### config.mk
export PLATFORM = sky130hd
export DESIGN_NAME = logic_reduce_stream
export DESIGN_NICKNAME = d
export VERILOG_FILES = /design/src/rtl/logic_reduce_stream_pkg.sv /design/src/rtl/logic_reduce_stream_op_unit.sv /design/src/rtl/logic_reduce_stream.sv
export SDC_FILE = /design/constraint.sdc
export NUM_CORES = 1
export LEC_CHECK = 0
export BUFFER_PORTS_ARGS = -buffer_cell sky130_fd_sc_hd__clkbuf_2
export CAP_MARGIN = 25
export CORE_ASPECT_RATIO = 2
export CORE_MARGIN = 3
export CORE_UTILIZATION = 55
export DETAILED_ROUTE_END_ITERATION = 12
export GPL_TIMING_DRIVEN = 0
export PLACE_DENSITY = 0.83
export SLEW_MARGIN = 5
export SYNTH_ARGS = -nofsm -noshare
export SYNTH_HDL_FRONTEND = slang
export SYNTH_SLANG_ARGS = --single-unit
### constraint.sdc
create_clock -name clk -period 6.4 [get_ports clk]
set_input_delay 0.32 -clock clk [delete_from_list [all_inputs] [get_ports clk]]
set_output_delay 0.32 -clock clk [all_outputs]
set_load 0.01 [all_outputs]
### src/rtl/logic_reduce_stream_pkg.sv
// Shared op encoding and the per-bit base function for logic_reduce_stream.
package logic_reduce_stream_pkg;

    // op[1:0] selects the base function; op[OP_INV_BIT] inverts the final packet result
    localparam logic [1:0] OP_AND  = 2'd0;
    localparam logic [1:0] OP_OR   = 2'd1;
    localparam logic [1:0] OP_XOR  = 2'd2;
    localparam logic [1:0] OP_PASS = 2'd3;
    localparam int         OP_INV_BIT = 2;

    // Single-bit base function; PASS forwards x
    function automatic logic base_op(input logic x, input logic y, input logic [1:0] sel);
        logic r;
        case (sel)
            OP_AND:  r = x & y;
            OP_OR:   r = x | y;
            OP_XOR:  r = x ^ y;
            default: r = x;
        endcase
        return r;
    endfunction

endpackage

### src/rtl/logic_reduce_stream_op_unit.sv
// Combinational WIDTH-bit bitwise op: z = inv ^ f(x, y, sel), applied per bit.
module logic_op_unit #(
    parameter int WIDTH = 8
) (
    input  logic [WIDTH-1:0] x,
    input  logic [WIDTH-1:0] y,
    input  logic [1:0]       sel,
    input  logic             inv,
    output logic [WIDTH-1:0] z
);
    import logic_reduce_stream_pkg::*;

    for (genvar i = 0; i < WIDTH; i++) begin : g_bit
        assign z[i] = inv ^ base_op(x[i], y[i], sel);
    end

endmodule

### src/rtl/logic_reduce_stream.sv
// Packet-wide AND/OR/XOR/PASS reduction over a valid/ready stream.
// One registered result per packet, with a saturating beat count.
module logic_reduce_stream #(
    parameter int WIDTH = 8,
    parameter int CNT_W = 8
) (
    input  logic             clk,
    input  logic             rst,
    input  logic             in_valid,
    output logic             in_ready,
    input  logic [WIDTH-1:0] in_a,
    input  logic [WIDTH-1:0] in_b,
    input  logic [2:0]       in_op,
    input  logic             in_last,
    output logic             out_valid,
    input  logic             out_ready,
    output logic [WIDTH-1:0] out_data,
    output logic [CNT_W-1:0] out_beats
);
    import logic_reduce_stream_pkg::*;

    localparam logic [CNT_W-1:0] CNT_MAX = {CNT_W{1'b1}};

    logic [WIDTH-1:0] acc;
    logic [CNT_W-1:0] cnt;
    logic [2:0]       op_hold;
    logic             in_packet;

    logic [2:0]       op_eff;
    logic [WIDTH-1:0] beat_v;
    logic [WIDTH-1:0] fold_v;
    logic [WIDTH-1:0] acc_next;
    logic [CNT_W-1:0] cnt_next;
    logic             beat_acc;
    logic             out_acc;

    // A pending result blocks new beats unless it is being taken this cycle
    assign in_ready = !out_valid || out_ready;
    assign beat_acc = in_valid && in_ready;
    assign out_acc  = out_valid && out_ready;

    // The first beat of a packet uses in_op directly; later beats use the held op
    assign op_eff = in_packet ? op_hold : in_op;

    // Beat stage: v = f(a, b); never inverted per beat
    logic_op_unit #(.WIDTH(WIDTH)) u_beat (
        .x   (in_a),
        .y   (in_b),
        .sel (op_eff[1:0]),
        .inv (1'b0),
        .z   (beat_v)
    );

    // Fold stage: f(v, acc); v on the x side so PASS keeps the newest beat
    logic_op_unit #(.WIDTH(WIDTH)) u_fold (
        .x   (beat_v),
        .y   (acc),
        .sel (op_eff[1:0]),
        .inv (1'b0),
        .z   (fold_v)
    );

    // Next accumulator and saturating beat count for an accepted beat
    always_comb begin
        acc_next = in_packet ? fold_v : beat_v;
        if (!in_packet)
            cnt_next = CNT_W'(1);
        else if (cnt == CNT_MAX)
            cnt_next = cnt;
        else
            cnt_next = cnt + CNT_W'(1);
    end

    // Packet accumulation and output register; a last beat reloads the output
    // even while the previous result is being taken (zero-bubble)
    always_ff @(posedge clk) begin
        if (rst) begin
            acc       <= '0;
            cnt       <= '0;
            op_hold   <= '0;
            in_packet <= 1'b0;
            out_valid <= 1'b0;
            out_data  <= '0;
            out_beats <= '0;
        end else begin
            if (out_acc)
                out_valid <= 1'b0;
            if (beat_acc) begin
                if (!in_packet)
                    op_hold <= in_op;
                if (in_last) begin
                    out_data  <= op_eff[OP_INV_BIT] ? ~acc_next : acc_next;
                    out_beats <= cnt_next;
                    out_valid <= 1'b1;
                    in_packet <= 1'b0;
                end else begin
                    acc       <= acc_next;
                    cnt       <= cnt_next;
                    in_packet <= 1'b1;
                end
            end
        end
    end

endmodule
==> impl_results.md <==
- Status: complete, no violations
- Num ports: 42
- Arr. time, crit path: 3.19 ns
- Iteration-0 DRC Markers: approximately 110
- Final Cycle Share: 0.460
- Worst IR Drop VDD: 0.000286 V
- Non-filler instance count after layout: 476
- Sink Count: 37
- First-pass GRT wire length: 12000 um
- Num rows: 36
- Max Transition Viols Final: 0
- Postcts setup bufs: 0
- DRC: 0
- Skew-Pair Late Insertion Delay: 0.30 ns
- Cell count after synthesis: 370
- Cell Pwr Density: between 150 and 200 nW/um^2
- Width of the die: roughly 57 um
- CTS resizes: 0
- Initial antenna violation count: 0
- Max Cap Violations: 0
- Root Buffer: clkbuf_8
- Slew HR: 0.461
- Setup Viol. Count Final: 0
- Gr usage total: 0.248
- DR WL/cell: 15.4 um
- CP Data Required Time: approximately 6.6 ns
- Global placement routability congestion: slightly below 0.9
- Largest net degree at the start of global routing: 13
- Final net count: approximately 480
- Hold Crit Class: input port to register
- R2R setup slack: 3.46 ns
- Finished Core Util: 0.659
- Pre-CTS setup slack: 3.49 ns
- DP Wirelength: 5750 um
- Top_reg_cell synth: dfxtp_1
- CP endpoint kind: register
- Worst setup path class: register to register
- Tmin final: 2.94 ns
- H-tree level count: 2
- Syn_area_per_cell: between 7 and 8 um^2
- Hold worst-path end: op_hold[2]
- First-pass DRT Iterations: 4
- Routed Wire Length: 7350 um
- R2R depth: 11
- Via count: 2775
- Placed insts: 468
- Share of cells above drive strength 1: 0.165
- Vias in the first global route: 2822
- Pleak: around 0.0015 uW
- Min-delay src: in_op[2]
- Antenna Diode Count: 0
- Final hold vios: 0
- Max clock buf depth: 2
- Synth Warn #: 0
- Reg-to-Reg Start: in_packet
- Yosys cell types: a little over 40
- Total CTS buffers: 5
- Die H: 108 um
- Reg2reg end: out_data[4]
- Setup TNS: 0 ns
- Full die area: 6110 um^2
- Area Overhead vs Synth: 14.0%
- Total congestion overflow: 0
- Final Instance Area: 3240 um^2
- Critical path peak fanout: 10
- # hold bufs at CTS: 0
- Post-synthesis sequential area ratio: 0.261
- Number of flops mapped to enable cells by yosys: 0
- Seq cells post-synth: 37
- Port buffer count: 41
- Worst setup margin: 3.46 ns
- Worst Tran Pin Value: approximately 0.81 ns
- Antenna-violating nets left: 0
- CP Launch Type: register
- Clock transition at the registers of the reported paths: around 0.08 ns
- Hold depth: 3
- CORE AREA: around 5000 um^2
- Dpl cell area: between 3000 and 4000 um^2
- Max Freq: between 300 and 400 MHz
- Syn_nets: 427
- Async S/R FF share, synth: 0
- Cell Area, Synth: 2840 um^2
- CTS tree: yes
- Via density: around 5.8
- Worst clock skew: 0.0105 ns
- Initial Utilization: 0.578
- RSZ-0062 raised after global routing: no
how the worst max path moves through the flow:
stage               startpoint  slack (ns)           to
finish               in_packet        3.46  out_data[4]
global route         in_packet        3.28  out_data[4]
CTS                  in_packet        3.51  out_data[7]
detailed placement    in_op[1]        3.49  out_data[7]
global placement      in_op[1]        3.52  out_data[7]
floorplan            in_packet        3.97  out_data[4]
cells in the mapped netlist (all sizes together) (2+ instances only):
library cell  instances  share of area
or3                   3         0.0066
o211ai                6          0.018
a211oi                9          0.024
nand2                70          0.093
nor3                  2         0.0035
a21o                 10          0.026
inv                  35          0.046
a21oi                42          0.075
and3                  5          0.011
mux2                  2         0.0079
a221o                14          0.049
o21a                  2         0.0053
dfxtp                37           0.26
buf                  11          0.023
a311oi                4          0.015
o21ai                 4         0.0070
nor2b                 4         0.0088
nand3b                2         0.0053
nand3                16          0.030
o2111ai               2         0.0062
mux2i                20          0.072
ha                   33           0.15
nor2                 17          0.022
clkbuf               11          0.015
layout by cell type, fill, tap and decap left out, types with 6 or more instances in the layout:
master / count
ha_1: 33
clkbuf_8: 6
dfxtp_1: 37
nor2_1: 17
a211oi_1: 9
mux2i_1: 19
a221o_1: 14
a21o_1: 10
nand3_1: 15
clkbuf_2: 41
nand2_1: 70
buf_2: 7
a21oi_1: 41
inv_1: 34
clkbuf_1: 11
critical path: stages (launching register included):
cell and delay (ns):
dfxtp_1 0.31, buf_4 0.16, mux2i_1 0.62, buf_2 0.37, a21o_1 0.17, inv_1 0.04, ha_1 0.26, mux2i_1 0.08
a221o_1 0.30, a21oi_1 0.23, mux2i_1 0.24, a21o_1 0.10
stage by stage:
step	hold slack [ns]	total power, uW
final	0.315	620
after global routing	0.347	651
after CTS	0.306	623
after detailed placement	0.434	412
after global placement	0.429	405
after floorplan	0.453	363
logic make-up (layout without fill, tap and decap cells):
family                     Yosys count  after routing  synth area share
xor gates and xnor gates             1              1           0.00309
DFF                                 37             37             0.261
AOI/OAI and AO/OA                   96             96             0.233
and+or+nand+nor                    124            124             0.194
buffers and inverters               57            106            0.0837
muxes                               22             22            0.0798
adders and majority gates           33             33             0.145
power breakdown:
part	total (uW)	leakage (uW)	internal, uW	switching [uW]
clock network	212	0.0000574	127	85.8
registers	248	0.000301	241	7.42
logic	160	0.00116	63.9	96.2
total	620	0.00152	431	189
registers in the layout, indices dropped and copies added (netlist names):
register,flops
op_hold,3
out_data,8
in_packet,1
out_valid,1
out_beats,8
cnt,8
acc,8
routing by layer:
metal | track usage | share of wire
met5 | 0 | 0
met3 | 0.0336 | 0.045
met4 | 0.143 | 0.030
met2 | 0.497 | 0.56
met1 | 0.223 | 0.37
layout make-up:
class	instances	area (um^2)
inverter	35	131
sequential	37	741
multi-input combinational	276	1860
clock buffer	6	82.6
timing repair buffer	41	205
tap	57	71.3
fill	448	1670
clock inverter	2	37.5
buffer	22	106
Power figures use the tool's default switching activity.
